**config.mk**
```make
export PLATFORM = sky130hd
export DESIGN_NAME = adder_arbiter
export DESIGN_NICKNAME = d
export VERILOG_FILES = /design/src/rtl/adder_arbiter.sv
export SDC_FILE = /design/constraint.sdc
export NUM_CORES = 1
export LEC_CHECK = 0
export ABC_AREA = 1
export ABC_CLOCK_PERIOD_IN_PS = 3600
export BUFFER_PORTS_ARGS = -buffer_cell sky130_fd_sc_hd__buf_2
export CORE_AREA = 2 2 49 86
export DETAILED_ROUTE_END_ITERATION = 16
export DIE_AREA = 0 0 51 88
export MAX_ROUTING_LAYER = met4
export PLACE_DENSITY = 0.67
export REMOVE_ABC_BUFFERS = 1
export SLEW_MARGIN = 20
export SYNTH_ARGS = -nofsm -noshare
export SYNTH_HDL_FRONTEND = slang
export SYNTH_SLANG_ARGS = --single-unit
```
**constraint.sdc**
```tcl
create_clock -name clk -period 3.6 [get_ports clk]
set_input_delay 0.18 -clock clk [delete_from_list [all_inputs] [get_ports clk]]
set_output_delay 0.18 -clock clk [all_outputs]
set_load 0.02 [all_outputs]
```
**src/rtl/adder_arbiter.sv**
```systemverilog
// Round-robin arbiter feeding one shared WIDTH-bit adder with a single registered result slot.
// Define ADDER_ARBITER_CARRY_EN to add the registered resp_carry output.
module adder_arbiter #(
    parameter int NUM_REQ = 4,
    parameter int WIDTH   = 4
) (
    input  logic                       clk,
    input  logic                       rst_n,
    input  logic [NUM_REQ-1:0]         req_valid,
    output logic [NUM_REQ-1:0]         req_ready,
    input  logic [NUM_REQ*WIDTH-1:0]   req_x,
    input  logic [NUM_REQ*WIDTH-1:0]   req_y,
    input  logic [NUM_REQ-1:0]         req_mode,
    output logic                       resp_valid,
    input  logic                       resp_ready,
    output logic [WIDTH-1:0]           resp_result,
    output logic [$clog2(NUM_REQ)-1:0] resp_id
`ifdef ADDER_ARBITER_CARRY_EN
    ,
    output logic                       resp_carry
`endif
);

    localparam int IW = $clog2(NUM_REQ);

    // Handshakes: a transfer happens on a rising edge where valid & ready are both 1;
    // ready never depends on the payload, and valid may rise without waiting for ready.
    typedef enum logic {IDLE = 1'b0, HOLD = 1'b1} state_t;

    state_t          state;
    logic [IW-1:0]   last_grant;
    logic            grant_found;
    logic [IW-1:0]   grant_idx;
    logic            can_accept;
    logic            transfer;
    logic [WIDTH-1:0] sel_x;
    logic [WIDTH-1:0] sel_y;
    logic            sel_mode;
    logic [WIDTH-1:0] op_x;
    logic [WIDTH-1:0] op_y;
    logic [WIDTH-1:0] add_sum;
`ifdef ADDER_ARBITER_CARRY_EN
    logic            add_carry;
`endif

    // Walk downwards so the nearest requester after last_grant wins the final assignment.
    always_comb begin
        grant_found = 1'b0;
        grant_idx   = '0;
        for (int k = NUM_REQ; k >= 1; k--) begin
            if (req_valid[(int'(last_grant) + k) % NUM_REQ]) begin
                grant_found = 1'b1;
                grant_idx   = IW'((int'(last_grant) + k) % NUM_REQ);
            end
        end
    end

    assign can_accept = rst_n && ((state == IDLE) || resp_ready);
    assign transfer   = can_accept && grant_found;

    always_comb begin
        req_ready = '0;
        if (transfer) begin
            req_ready[grant_idx] = 1'b1;
        end
    end

    assign sel_x    = req_x[int'(grant_idx)*WIDTH +: WIDTH];
    assign sel_y    = req_y[int'(grant_idx)*WIDTH +: WIDTH];
    assign sel_mode = req_mode[grant_idx];

    assign op_x = sel_mode ? {sel_x[WIDTH-2:0], 1'b0} : sel_x;
    assign op_y = sel_mode ? {1'b0, sel_y[WIDTH-1:1]} : sel_y;

`ifdef ADDER_ARBITER_CARRY_EN
    assign {add_carry, add_sum} = {1'b0, op_x} + {1'b0, op_y};
`else
    assign add_sum = op_x + op_y;
`endif

    always_ff @(posedge clk or negedge rst_n) begin
        if (!rst_n) begin
            state       <= IDLE;
            resp_valid  <= 1'b0;
            resp_result <= '0;
            resp_id     <= '0;
            last_grant  <= IW'(NUM_REQ - 1);
`ifdef ADDER_ARBITER_CARRY_EN
            resp_carry  <= 1'b0;
`endif
        end else if (transfer) begin
            state       <= HOLD;
            resp_valid  <= 1'b1;
            resp_result <= add_sum;
            resp_id     <= grant_idx;
            last_grant  <= grant_idx;
`ifdef ADDER_ARBITER_CARRY_EN
            resp_carry  <= add_carry;
`endif
        end else if ((state == HOLD) && resp_ready) begin
            state      <= IDLE;
            resp_valid <= 1'b0;
        end
    end

endmodule
```
# Yosys cells after proc, flatten, opt, wreduce, memory -nomap -nowiden
# Cells that the tools add are included.
# W data, S select, Z words.
[word_totals]
ff_bits = 9
output_inout_bits = 11
input_bits = 43
[op_classes]
bitwise = 5
n_reduce_logical = 10
n_addsub = 5
n_shift = 2
n_mux = 29
n_lt_le_gt_ge = 6
[ops]
columns = ["cell", "count"]
rows = [
  ["$shiftx A16 B5 Y4", 2],
  ["$lt A3 B4 Y1 const B", 4],
  ["$mux W1", 16],
  ["$mux W4", 3],
  ["$bmux W1 S2", 5],
  ["$mux W2", 4],
  ["$reduce_or A2 Y1", 4],
  ["$add A2 B1 Y2 const B", 2],
  ["$add A2 B2 Y2 const B", 2],
  ["$add A4 B4 Y4", 1],
  ["$and A1 B1 Y1 const A", 4],
  ["$logic_and A1 B1 Y1", 4],
  ["$lt A2 B3 Y1 const B", 1],
  ["$demux W1 S2", 1],
  ["$ge A2 B1 Y1 const B", 1],
  ["$reduce_bool A2 Y1", 1],
  ["$logic_or A1 B1 Y1", 1],
  ["$not A1 Y1", 1],
]

# Longest topological paths before layout
[depth]
depth_word = 15
depth_mapped = 24
mapped_depth_nobuf = 23

# Worst setup path after synthesis
# No wires, ideal clock.
[synth_timing]
kind = "register to register"
from = "reg last_grant[0]"
to = "reg resp_result[2]"
path_stages_with_launch = 21
setup_slack_ns = 0.820
arrival_ns = 2.697
setup_ns = 0.083
t_required_ns = 3.517
path_cell_list = "dfstp_2 buf_6 inv_8 nand2_2 nand2_2 nand2_1 nand2_2 nand2_4 nand2_4 nand2_2 nand2_2 nand2_1 o22ai_1 inv_1 o221ai_1 mux2i_1 ha_1 inv_1 fa_1 xor2_1 o21ai_0"
[synth_between]
elab_chain_len = 12
elab_cells_between_ends = 32
cone_classes = "5 x add/sub; 2 x shift; 24 x mux; 1 x reduce/logical"
[synth_rtl]
columns = ["element", "line", "source"]
rows = [
  ["start: declaration", "31", "logic [IW-1:0] last_grant;"],
  ["start signal: assignment", "87", "last_grant <= IW'(NUM_REQ - 1);"],
  ["start signal: assignment", "96", "last_grant <= grant_idx;"],
  ["branches (longest 12 deep; another with $add A4 B4 Y4)", "n/a", ""],
  ["end signal: assignment", "94", "resp_result <= add_sum;"],
  ["end: declaration", "16", "output logic [WIDTH-1:0] resp_result,"],
]
# Several ways; the timed one is not identified. The select of a mux whose other input is x is not followed.
# A chain may end at the register's enable or synchronous reset.

# Worst setup path in the final report
# Ends and elaborated chain as after synthesis.

==> flow_summary.toml <==
[floorplan]
die-width_um = 51
floorplan.initialDensity = 0.351
rows = 30
boundaryPins = 54
fp.dieArea_um2 = 4490
placeableCoreArea_um2 = 3790
fp.dieH_um = 88

[layout]
synthToLayoutAreaGrowth_pct = 24.9
fraction_of_final_layout_cells_with_drive_strength_greater_than_1 = 0.330
mostFrequentLayoutCells = "sky130_fd_sc_hd__nand2_1, sky130_fd_sc_hd__buf_2, sky130_fd_sc_hd__inv_1, sky130_fd_sc_hd__nand3_1, sky130_fd_sc_hd__nand2_2"
diodes = 0
final_net_count = 324
final_common_cell = "sky130_fd_sc_hd__nand2_1"

[place]
numPortBuffers = 53
detailed_place_hpwl_um = 2870
globalplace.congestion = 0.835

[run_status]
result_of_the_run = "finished, final reports clean"

[drt]
drt_pass1_iterations = 4
drtIter0Drc = 27
vias_per_std_cell = 4.68
num_vias = 1516
drt_drc_violations_left = 0
route.final.wire_length_um = 3450
ant_nets = 0
avgRoutedWirePerCell_um = 10.6

[clock_network]
htreeDepth = 1
clock-sinks = 9
root_buffer = "sky130_fd_sc_hd__clkbuf_8"
insertion_delay_ps = 230
cts_tree = "done"
numCtsBuffers = 3
cts_max_path_buffers = 2
cts_repair_resize_count = 0
cts_setup_buffers = 0
clk_transition_reported_paths_ps = 40
hold_buffers = 1

[critical_path]
cp_slowest_cell = "sky130_fd_sc_hd__dfstp_2"
ordered_cell_list_for_the_critical_path = "inv_8 -> nand2_1 -> nand2_1 -> nand2_1 -> o21ai_0 -> nand2_1 -> nand2_1 -> nand2_2 -> inv_2 -> nand2_1 -> o22ai_1 -> inv_1 -> o221ai_1 -> mux2i_1 -> ha_1 -> inv_1 -> fa_1 -> xor2_1 -> o21ai_0"
r2r_setup_slack_ps = 360
largest_fanout_on_the_critical_path = 12
worst-endpoint-required_ps = 3740
cp_num_buf_inv = 4
endpoint_kind = "flip-flop"
cp.arrival_ps = 3380
max_stage_delay_ps = 670
cp-start-kind = "flip-flop"
critical-path-top-delay-family = "simple AND/OR/NAND/NOR gates"
cell_mode_on_critical_path = "sky130_fd_sc_hd__nand2_1"
path_class = "reg2reg"

[timing]
final.period_utilization = 0.899
timing_hold_violations_final = 0
layout_min_cycle_time_ps = 3240
report.final.slew_viol_count = 0
final.setup.tns_ps = 0
max_slew.worst_pin.slew_ps = 531
setup_viol_count_final = 0
rsz0062_at_grt = "no"
fmaxAchievable_mhz = 309
max-slew-margin-rel = 0.645
clock_skew_ps = 2.22

[global_route]
first_global_vias = 1406
first_pass_grt_wire_length_um = 5690
gr-total-overflow = 0
grt_start_max_net_pins = 15
total_routing_resource_utilization_after_global_routing = 0.165
number_of_antenna_violations_at_the_first_check_in_global_routing = 0

[yosys]
yosys_warnings = 0
synth.lib_cells_used.distinct = 27
postSynthCellCount = 223
synthesis.area_um2 = 1330
synth_sequential_area_ratio = 0.171
syn_area_per_cell_um2 = 5.98
ys_ff_latch = 9

[flow_run]
maxCapViolations = 0

[worst_hold_path]
min_path_type = "in2reg"
## state kept, by name, indices dropped and copies added, names as in the netlist
name / cells
resp_id: 2
last_grant: 2
resp_result: 4
state: 1
## Yosys cell counts
cell | count | area (µm²)
sky130_fd_sc_hd__clkbuf_1 | 1 | 3.75
sky130_fd_sc_hd__nand2_4 | 6 | 67.6
sky130_fd_sc_hd__ha_1 | 3 | 37.5
sky130_fd_sc_hd__o21ai_0 | 7 | 35.0
sky130_fd_sc_hd__a31oi_1 | 1 | 6.26
sky130_fd_sc_hd__o22ai_1 | 6 | 37.5
sky130_fd_sc_hd__clkinv_1 | 1 | 3.75
sky130_fd_sc_hd__nand3_2 | 2 | 20.0
sky130_fd_sc_hd__o221ai_1 | 2 | 17.5
sky130_fd_sc_hd__dfstp_2 | 2 | 52.6
sky130_fd_sc_hd__fa_1 | 1 | 20.0
sky130_fd_sc_hd__nor2_1 | 13 | 48.8
sky130_fd_sc_hd__mux2i_1 | 1 | 10.0
sky130_fd_sc_hd__o21ai_2 | 3 | 26.3
sky130_fd_sc_hd__nand2_1 | 75 | 282
sky130_fd_sc_hd__buf_6 | 4 | 45.0
sky130_fd_sc_hd__dfrtp_1 | 7 | 175
sky130_fd_sc_hd__o22a_1 | 1 | 8.76
sky130_fd_sc_hd__nand2_2 | 16 | 100
sky130_fd_sc_hd__inv_2 | 3 | 11.3
sky130_fd_sc_hd__inv_8 | 1 | 11.3
sky130_fd_sc_hd__nand3_4 | 1 | 17.5
sky130_fd_sc_hd__inv_1 | 33 | 124
sky130_fd_sc_hd__xor2_1 | 1 | 8.76
sky130_fd_sc_hd__nand3_1 | 30 | 150
sky130_fd_sc_hd__or3_1 | 1 | 6.26
sky130_fd_sc_hd__nor2_2 | 1 | 6.26
## cell type report
cell class | count | area, µm²
fillers | 425 | 2130
multi-input cells | 171 | 906
repair buffers | 54 | 275
flip-flops and latches | 9 | 228
inverters | 38 | 150
well taps | 48 | 60.1
clock buffers | 4 | 45.0
## per-stage QoR
step                setup slack [ps]  hold WS [ps]  std cells  instance area (µm²)  utilization
finish                           365           211        324                 1660        0.439
global route                    18.0           250        324                 1660        0.439
floorplan                        691          -116        218                 1280            -
detailed placement               373          48.6        319                 1610        0.424
global placement                 498          47.7        319                 1610        0.424
CTS                              339           221        324                 1660        0.439
## layer usage
| layer | share of wire | GRT usage | vias up | wire length, µm |
|---|---|---|---|---|
| met2 | 0.55 | 0.302 | 45 | 1910 |
| met4 | 0.023 | 0.0737 | 0 | 80 |
| met3 | 0.046 | 0.0222 | 10 | 158 |
| li1 | - | - | 807 | - |
| met5 | 0 | - | - | 0 |
| met1 | 0.38 | 0.169 | 654 | 1300 |
## worst register-to-register path, stage by stage (launching register included)
cell and delay, ps:
sky130_fd_sc_hd__dfstp_2 670, sky130_fd_sc_hd__inv_8 70, sky130_fd_sc_hd__nand2_1 70, sky130_fd_sc_hd__nand2_1 80, sky130_fd_sc_hd__nand2_1 90, sky130_fd_sc_hd__o21ai_0 100, sky130_fd_sc_hd__nand2_1 80, sky130_fd_sc_hd__nand2_1 50
sky130_fd_sc_hd__nand2_2 200, sky130_fd_sc_hd__inv_2 160, sky130_fd_sc_hd__nand2_1 200, sky130_fd_sc_hd__o22ai_1 100, sky130_fd_sc_hd__inv_1 60, sky130_fd_sc_hd__o221ai_1 140, sky130_fd_sc_hd__mux2i_1 170, sky130_fd_sc_hd__ha_1 190
sky130_fd_sc_hd__inv_1 60, sky130_fd_sc_hd__fa_1 390, sky130_fd_sc_hd__xor2_1 150, sky130_fd_sc_hd__o21ai_0 140
## logic make-up after synthesis
logic type	synth area share
compound gates	0.0986
xor+xnor	0.00657
fa+ha+maj	0.0432
buf+inv	0.149
flops	0.171
mux	0.00751
simple gates	0.524
## worst paths after layout
kind | from | to | depth (start not counted)
setup reg to reg | last_grant[0]$_DFFE_PN1P_ | resp_result[2]$_DFFE_PN0P_ | 19
min in group asynchronous | rst_n | resp_result[3]$_DFFE_PN0P_ | 2
hold / removal | resp_ready | state$_DFFE_PN0P_ | 4
setup / recovery | last_grant[0]$_DFFE_PN1P_ | resp_result[2]$_DFFE_PN0P_ | 19
max in group asynchronous | rst_n | last_grant[1]$_DFFE_PN1P_ | 2
hold reg to reg | resp_id[1]$_DFFE_PN0P_ | resp_id[1]$_DFFE_PN0P_ | 2
Power is left out: the tool's default activity adds up to more than one toggle a clock period on the data nets, which glitch-free logic cannot reach.
